File: config.mk
export PLATFORM = sky130hd
export DESIGN_NAME = bcd_serial_ctrl
export DESIGN_NICKNAME = d
export VERILOG_FILES = /design/src/rtl/bcd_pkg.sv /design/src/rtl/bcd.sv /design/src/rtl/bcd_serial_ctrl.sv
export SDC_FILE = /design/constraint.sdc
export NUM_CORES = 1
export LEC_CHECK = 0
export ABC_AREA = 1
export ABC_CLOCK_PERIOD_IN_PS = 4490
export CAP_MARGIN = 20
export CORE_MARGIN = 4
export CORE_UTILIZATION = 62
export CTS_CLUSTER_DIAMETER = 50
export DETAILED_ROUTE_END_ITERATION = 6
export DONT_BUFFER_PORTS = 1
export GPL_ROUTABILITY_DRIVEN = 0
export PLACE_DENSITY = 0.85
export SETUP_SLACK_MARGIN = 0.5
export SLEW_MARGIN = 5
export SYNTH_ARGS = -nofsm -noshare
export SYNTH_HDL_FRONTEND = slang
export SYNTH_SLANG_ARGS = --single-unit
File: constraint.sdc
create_clock -name clk -period 4.49 [get_ports clk]
set_input_delay 1.1225 -clock clk [delete_from_list [all_inputs] [get_ports clk]]
set_output_delay 1.1225 -clock clk [all_outputs]
set_load 0.1 [all_outputs]
File: src/rtl/bcd_pkg.sv
// -----------------------------------------------------------------------------
// bcd_pkg
// Shared constants for the serial packed-BCD adder: digit width, the largest
// legal BCD digit, the decimal correction constant, the sequencer state
// encoding, and a helper that flags any non-BCD digit in a packed operand.
// -----------------------------------------------------------------------------
package bcd_pkg;

   localparam int DIGIT_W  = 4;
   localparam int BCD_MAX  = 9;
   localparam int BCD_CORR = 6;
   localparam int MAX_DIGITS = 16;

   localparam logic [1:0] ST_IDLE = 2'd0;
   localparam logic [1:0] ST_ADD  = 2'd1;
   localparam logic [1:0] ST_DONE = 2'd2;

   typedef enum logic [1:0] {
      IDLE = ST_IDLE,
      ADD  = ST_ADD,
      DONE = ST_DONE
   } state_e;

   // True when any of the lowest n digits of v is above 9. The operand is
   // passed zero-extended to the widest legal size so one function serves
   // every DIGITS value.
   function automatic logic any_invalid_digit(input logic [DIGIT_W*MAX_DIGITS-1:0] v,
                                              input int n);
      logic bad;
      bad = 1'b0;
      for (int i = 0; i < MAX_DIGITS; i++) begin
         if (i < n && v[DIGIT_W*i +: DIGIT_W] > DIGIT_W'(BCD_MAX)) begin
            bad = 1'b1;
         end
      end
      return bad;
   endfunction

endpackage

File: src/rtl/bcd.sv
// -----------------------------------------------------------------------------
// bcd
// One-digit BCD adder, purely combinational.
//   a, b   : input digits (values above 9 go through the same rule unchanged)
//   c_in   : carry in
//   sum    : corrected result digit
//   c_out  : decimal carry out (binary sum above 9)
// -----------------------------------------------------------------------------
module bcd
   import bcd_pkg::*;
(
   input  logic [DIGIT_W-1:0] a,
   input  logic [DIGIT_W-1:0] b,
   input  logic               c_in,
   output logic [DIGIT_W-1:0] sum,
   output logic               c_out
);

   logic [DIGIT_W:0] raw;

   assign raw   = {1'b0, a} + {1'b0, b} + {{DIGIT_W{1'b0}}, c_in};
   assign c_out = (raw > (DIGIT_W+1)'(BCD_MAX));
   // Adding 6 and dropping bit 4 skips the six unused codes A..F.
   assign sum   = raw[DIGIT_W-1:0] + (c_out ? DIGIT_W'(BCD_CORR) : {DIGIT_W{1'b0}});

endmodule

File: src/rtl/bcd_serial_ctrl.sv
// -----------------------------------------------------------------------------
// bcd_serial_ctrl
// Adds two DIGITS-digit packed-BCD operands with a single one-digit adder,
// one digit per clock, least-significant digit first.
//   clk, rst  : clock, synchronous active-high reset
//   start     : request, honoured only while idle
//   a, b      : packed BCD operands, digit 0 in bits [3:0]
//   c_in      : carry into digit 0
//   busy      : high during the digit-serial add
//   done      : one-cycle pulse; sum / c_out / err valid in that cycle
//   sum       : packed BCD result (held until the next capture)
//   c_out     : carry out of the top digit
//   err       : some captured operand digit was above 9
// -----------------------------------------------------------------------------
module bcd_serial_ctrl
   import bcd_pkg::*;
#(
   parameter int DIGITS = 4
) (
   input  logic                  clk,
   input  logic                  rst,
   input  logic                  start,
   input  logic [4*DIGITS-1:0]   a,
   input  logic [4*DIGITS-1:0]   b,
   input  logic                  c_in,
   output logic                  busy,
   output logic                  done,
   output logic [4*DIGITS-1:0]   sum,
   output logic                  c_out,
   output logic                  err
);

   localparam int W     = DIGIT_W * DIGITS;
   localparam int IDX_W = (DIGITS > 1) ? $clog2(DIGITS) : 1;
   localparam logic [IDX_W-1:0] LAST_IDX = IDX_W'(DIGITS - 1);

   state_e             state_q, state_d;
   logic [W-1:0]       a_q, a_d;
   logic [W-1:0]       b_q, b_d;
   logic [W-1:0]       sum_q, sum_d;
   logic [IDX_W-1:0]   idx_q, idx_d;
   logic               carry_q, carry_d;
   logic               c_out_q, c_out_d;
   logic               err_q, err_d;
   logic               busy_q, busy_d;
   logic               done_q, done_d;

   logic [DIGIT_W-1:0] a_dig, b_dig, add_sum;
   logic               add_cout;

   // Operand digit select on idx.
   always_comb begin
      a_dig = '0;
      b_dig = '0;
      for (int i = 0; i < DIGITS; i++) begin
         if (idx_q == IDX_W'(i)) begin
            a_dig = a_q[DIGIT_W*i +: DIGIT_W];
            b_dig = b_q[DIGIT_W*i +: DIGIT_W];
         end
      end
   end

   bcd u_bcd (
      .a     (a_dig),
      .b     (b_dig),
      .c_in  (carry_q),
      .sum   (add_sum),
      .c_out (add_cout)
   );

   always_comb begin
      // NOTE: every _d takes its hold value first, so no path can leave one
      // unassigned and infer a latch.
      state_d = state_q;
      a_d     = a_q;
      b_d     = b_q;
      sum_d   = sum_q;
      idx_d   = idx_q;
      carry_d = carry_q;
      c_out_d = c_out_q;
      err_d   = err_q;

      unique case (state_q)
         IDLE: begin
            if (start) begin
               a_d     = a;
               b_d     = b;
               carry_d = c_in;
               sum_d   = '0;
               idx_d   = '0;
               err_d   = any_invalid_digit((DIGIT_W*MAX_DIGITS)'(a), DIGITS) |
                         any_invalid_digit((DIGIT_W*MAX_DIGITS)'(b), DIGITS);
               state_d = ADD;
            end
         end
         ADD: begin
            for (int i = 0; i < DIGITS; i++) begin
               if (idx_q == IDX_W'(i)) begin
                  sum_d[DIGIT_W*i +: DIGIT_W] = add_sum;
               end
            end
            carry_d = add_cout;
            idx_d   = idx_q + 1'b1;
            if (idx_q == LAST_IDX) begin
               c_out_d = add_cout;
               state_d = DONE;
            end
         end
         DONE: begin
            // start is deliberately not looked at here: no queued requests.
            state_d = IDLE;
         end
         default: state_d = IDLE;
      endcase

      // Flags are registered from the next state so they line up with it.
      busy_d = (state_d == ADD);
      done_d = (state_d == DONE);
   end

   // NOTE: state is updated with non-blocking assignments so every flop sees
   // the pre-edge values of the others.
   always_ff @(posedge clk) begin
      if (rst) begin
         // NOTE: operand registers are plain flops, not a memory, so they are
         // reset with everything else and never feed X into the adder.
         state_q <= IDLE;
         a_q     <= '0;
         b_q     <= '0;
         sum_q   <= '0;
         idx_q   <= '0;
         carry_q <= 1'b0;
         c_out_q <= 1'b0;
         err_q   <= 1'b0;
         busy_q  <= 1'b0;
         done_q  <= 1'b0;
      end else begin
         state_q <= state_d;
         a_q     <= a_d;
         b_q     <= b_d;
         sum_q   <= sum_d;
         idx_q   <= idx_d;
         carry_q <= carry_d;
         c_out_q <= c_out_d;
         err_q   <= err_d;
         busy_q  <= busy_d;
         done_q  <= done_d;
      end
   end

   assign busy  = busy_q;
   assign done  = done_q;
   assign sum   = sum_q;
   assign c_out = c_out_q;
   assign err   = err_q;

endmodule

# Word level (Yosys, flattened, before mapping)
# Cells that the tools add are included.
[totals]
register_bits = 57
elab_cells = 82
[classes]
add_sub_neg = 4
magnitude_cmp = 9
eq_ne = 11
muxes = 34
n_bitwise = 1
n_reduce_logical = 10
[op_table]
columns = ["cell", "n"]
rows = [
  ["2-to-1 mux 4 bit", 12],
  ["> comparator 4 bit, second input constant", 8],
  ["one-hot mux 16 bit (2 select lines)", 1],
  ["2-to-1 mux 16 bit", 1],
  ["2-to-1 mux 1 bit", 13],
  ["AND reduction 3 bit", 4],
  ["inequality test 2 bit, second input constant", 5],
  ["one-hot mux 2 bit (2 select lines)", 2],
  ["== test 2 x 1 -> 1 bit, second input constant", 3],
  ["== test 2 bit, second input constant", 3],
  ["2-to-1 mux 2 bit", 3],
  ["AND reduction 2 bit", 3],
  ["adder 4 x 4 -> 5 bit", 1],
  ["adder 5 x 1 -> 5 bit", 1],
  ["> comparator 5 x 4 -> 1 bit, second input constant", 1],
  ["adder 4 bit", 1],
  ["zero test 2 bit", 2],
  ["2-to-1 mux 3 bit", 1],
  ["adder 2 x 1 -> 2 bit, second input constant", 1],
  ["one-hot mux 1 bit (2 select lines)", 1],
  ["nonzero test 2 bit", 1],
  ["OR 1 bit", 1],
]

# Depth between registers and ports, before layout
[logic_depth]
depth_word = 12
ltp_mapped = 23
depth_no_buf = 22

# Modules after synthesis
# A second synthesis with hierarchy kept.
[hier_totals]
cells_unflattened = 373
area_unflattened_um2 = 2695.1
[by_module_without_submodules]
columns = ["module", "instances", "cells_each", "area_per_inst_um2", "seq_area_each_um2"]
rows = [
  ["bcd_serial_ctrl", 1, 340, 2469.9, 1141.1],
  ["bcd", 1, 33, 225.2, 0.0],
]

# Worst setup path before layout
# OpenSTA, ideal clock, no wires.
[synth_timing]
kind = "flip-flop to flip-flop"
start = "reg idx_q[1]"
end = "reg sum_q[10], in the netlist sum[10]"
setup_time_ps = 65
arrival_ps = 3573
t_required_ps = 4425
setup_slack_ps = 852
stages_incl_launch_ff = 20
synth_period_minus_slack_ps = 3638
cell_sequence = "dfxtp_1 > inv_1 > ha_1 > buf_2 > inv_1 > nor2_1 > o31ai_1 > o21ai_0 > fa_1 > inv_1 > fa_1 > nand3b_1 > nand3_1 > nand2_1 > ha_1 > fa_1 > inv_1 > nor2_1 > o21ai_0 > nor2_1"
[synth_via]
elab_chain_cells = 12
word_cells_on_any_way = 21
cone_classes = "add/sub (3); order compare (1); eq/ne (4); mux (11); reduce/logical (2)"
[synth_rtl]
columns = ["element", "line", "rtl"]
rows = [
  ["start: declaration", "bcd_serial_ctrl.sv:41", "logic [IDX_W-1:0] idx_q, idx_d;"],
  ["start signal: assignment", "bcd_serial_ctrl.sv:142", "idx_q <= idx_d;"],
  ["zero test 2 bit", "bcd_serial_ctrl.sv:56", "if (idx_q == IDX_W'(i)) begin"],
  ["2-to-1 mux 4 bit (4 in a row)", "bcd_serial_ctrl.sv:56", ""],
  ["adder 4 x 4 -> 5 bit (*)", "bcd.sv:21", "assign raw = {1'b0, a} + {1'b0, b} + {{DIGIT_W{1'b0}}, c_in};"],
  ["adder 5 x 1 -> 5 bit (*)", "bcd.sv:21", ""],
  ["> comparator 5 x 4 -> 1 bit (*)", "bcd.sv:22", "assign c_out = (raw > (DIGIT_W+1)'(BCD_MAX));"],
  ["via add_cout", "bcd_serial_ctrl.sv:49", "logic add_cout;"],
  ["2-to-1 mux 3 bit (*)", "bcd.sv:24", "assign sum = raw[DIGIT_W-1:0] + (c_out ? DIGIT_W'(BCD_CORR) : {DIGIT_W{1'b0}});"],
  ["adder 4 bit (*)", "bcd.sv:24", ""],
  ["2-to-1 mux 4 bit (*)", "bcd_serial_ctrl.sv:98", "if (idx_q == IDX_W'(i)) begin"],
  ["one-hot mux 16 bit (2 select lines) (*)", "bcd_serial_ctrl.sv:83", "unique case (state_q)"],
  ["end signal: assignment", "bcd_serial_ctrl.sv:141", "sum_q <= sum_d;"],
  ["end: declaration", "bcd_serial_ctrl.sv:40", "logic [W-1:0] sum_q, sum_d;"],
]
# The timed path passes the listed nets; every way through them passes the cells marked *. The select of a mux whose other input is x is not followed.
# A chain may end at the register's enable or synchronous reset.

# Final worst setup path
# Ends and elaborated chain as after synthesis.

==> qor.txt <==
total grt overflow: 0
Clock Latency Late Sink: 0.34 ns
placed wire-length estimate: 4.15 mm
worst vdd ir: 0.000474 V
Num CTS Buffers: 9
GRT Util Overall: 24.2%
clock sinks: 57
worst endpoint required time: 4.76 ns
DIE AREA: 5340 sq um
post-synthesis sequential area ratio: 43.5%
CP max FO: 10
EDFF count, synth: 0
top-area cell type share of the netlist area: 43.5%
starting DRC count in detailed routing: 93
final WL: 6.02 mm
Critical Path End Type: register
Die Wd: 73.1 um
Synth Area in Compound Gates: 18.7%
worst hold margin: 0.456 ns
Yosys cell types: 26
largest net degree at the start of global routing: 37
DR WL/cell: 14.5 um
startpoint types: register
outcome: complete, no violations
cell with the most instances after synthesis: nor2_1
Setup Skew: 0.0107 ns
Crit Path Class: register to register
main combinational cell family by area after synthesis: simple AND/OR/NAND/NOR gates
Max Fclk: 270 MHz
sequential cell area: 1140 sq um
via count: 2315
LEAKAGE: 1.30 nW
core area: 4060 sq um
area grow syn2layout: 13.4%
Yosys reg bits: 57
initial antenna violation count: 0
Mapped Cells: 360
Worst path slowest cell: fa_1
layout cell share with drive strength beyond 1: 11.5%
IO Pins: 56
H-tree depth: 3
Synth area leader: dfxtp_1
Hold Path Class: register to register
mean area per synthesized cell: 7.29 sq um
met2 Use GR: 39.2%
simple-gate share of the synthesized area: 24.6%
GR peak layer: met2
met1 usage: 29.0%
Period minus WS final: 3.70 ns
worst reg2reg path depth: 18
Worst path top cell family by delay: adder cells
# hold bufs at CTS: 0
antenna-violating nets left: 0
worst slew pin tran: 0.987 ns
Synth warnings: 0
met3 usage: 6.47%
Root Driver: clkbuf_8
FILL cells: 335
first-pass GRT wire length: 9.86 mm
RR Endpoint: sum[10]
post-synthesis xor/xnor area fraction: 0%
CTS tree: built
multi-input logic area: 1340 sq um
drc violations: 0
Worst Setup SP: idx_q[1]
multiplexer share of the synthesized area: 0%
top_reg_cell synth: dfxtp_1
Hold Vio Cnt, Final: 0
die height: 73.1 um
worst r2r src: idx_q[1]
Worst setup endpoint: sum[10]
Max Cap Violations: 0
syn nets: 407
first-pass detailed-route iteration total: 4
Initial Utilization: 64.7%
Tcrit/Tclk final: 82.4%
final slew viol count: 0
crit-path cells: inv_1 -> ha_4 -> inv_4 -> nor2_1 -> o31ai_1 -> o21ai_0 -> fa_1 -> inv_1 -> fa_1 -> nand3b_1 -> nand3_1 -> nand2_2 -> ha_1 -> fa_1 -> inv_1 -> nor2_2 -> o21ai_0 -> nor2_1
Crit path depth: 18
# rows: 23
Nets: 407
PortBufs: 0
CP arrival: 3.97 ns
adder-cell area share of the yosys netlist: 6.10%
Max transition margin: 34.1%
commonest cells in the netlist: 101 x nor2_1, 66 x o21ai_0, 57 x dfxtp_1
vias per inst: 5.58
CTS Buffer Depth: 2
via count of the first global-routing pass: 2220
asr flop ratio synth: 0%
Area contributors post-synth: dfxtp_1 43%, nor2_1 14%, o21ai_0 13%
total power draw: 1.57 mW
Setup Viol. Count Final: 0
RSZ-0062 raised after global routing: no
diode count: 0
power per cell area: 527 nW/um^2
flop-to-flop setup slack: 0.79 ns
cell area after synthesis: 2620 sq um
Slowest Stage Delay on Critical Path: 0.48 ns
TNS Setup: 0 ns
Worst Path Buf+Inv: 4
clock-pin slew on the worst setup and hold paths: 0.07 ns
-- cell families after synthesis --
group	count (synthesis)
AOI/OAI and AO/OA	94
adders and majority gates	11
DFF	57
and+or+nand+nor	154
buffers and inverters	44
-- timing repair --
| action | 4_1_cts | 5_1_grt |
|---|---|---|
| endpoints found under the hold margin | 0 | 0 |
| setup endpoints to repair | 1 | 8 |
| gates resized for setup | 1 | 13 |
| buffers inserted | 0 | 3 |
-- worst reg2reg max path, delay by kind of cell (launching register included) --
family                     cells  cell delay, ns
AOI/OAI and AO/OA              3            0.46
DFF                            1            0.38
and+or+nand+nor                6            0.67
adders and majority gates      5            1.77
buffers and inverters          4            0.37
-- how the worst min path moves through the flow --
stage | slack, ns | startpoint | to | cells past startpoint
after floorplan | 0.42 | a_q[13] | a_q[13] | 2
after global placement | 0.44 | a_q[15] | a_q[15] | 2
after detailed placement | 0.45 | a_q[15] | a_q[15] | 2
after CTS | 0.46 | a_q[15] | a_q[15] | 2
after global routing | 0.48 | a_q[15] | a_q[15] | 2
final | 0.46 | a_q[15] | a_q[15] | 2
-- state kept, by name (all words and copies together) (netlist names) --
register  cells
a_q          16
b_q          16
sum          16
idx_q         2
state_q       2
busy          1
c_out         1
carry_q       1
done          1
err           1
-- layout by cell type (no fill, tap or decap), types with 4 or more instances in the layout --
master	netlist	routed
ha_1	8	5
bufinv_16	0	4
nor2_1	101	100
dfxtp_1	57	55
clkbuf_8	0	9
nand2_1	25	24
o21ai_0	66	66
a21oi_1	18	18
inv_1	23	20
nand3_1	21	21
-- power breakdown --
group / switching, mW / internal, mW
Combinational: 0.144 / 0.0835
Clock: 0.207 / 0.425
Sequential: 0.159 / 0.550
Total: 0.510 / 1.06
-- metal layers --
| layer | wire length, um | part of all wire (%) |
|---|---|---|
| met5 | 0 | 0 |
| met3 | 500 | 8.3 |
| met2 | 2960 | 49 |
| met1 | 2420 | 40 |
| met4 | 127 | 2.1 |
-- final cells by class --
class                           count  area share (%)
Tap cell                           50            2.10
Sequential cell                    57            38.4
Clock buffer                       11            4.41
Multi-Input combinational cell    259            45.0
Timing Repair Buffer                4            1.68
Inverter                           29            4.08
Clock inverter                      5            4.29
-- per-stage QoR --
stage	setup WS, ns	utilization, %	instance area, sq um	std cells
after floorplan	0.852	-	2620	360
after global placement	0.638	64.5	2620	395
after detailed placement	0.523	65.2	2640	396
after CTS	0.541	71.5	2900	412
after global routing	0.454	73.4	2980	415
final	0.792	73.4	2980	415
Power figures use the tool's default switching activity.
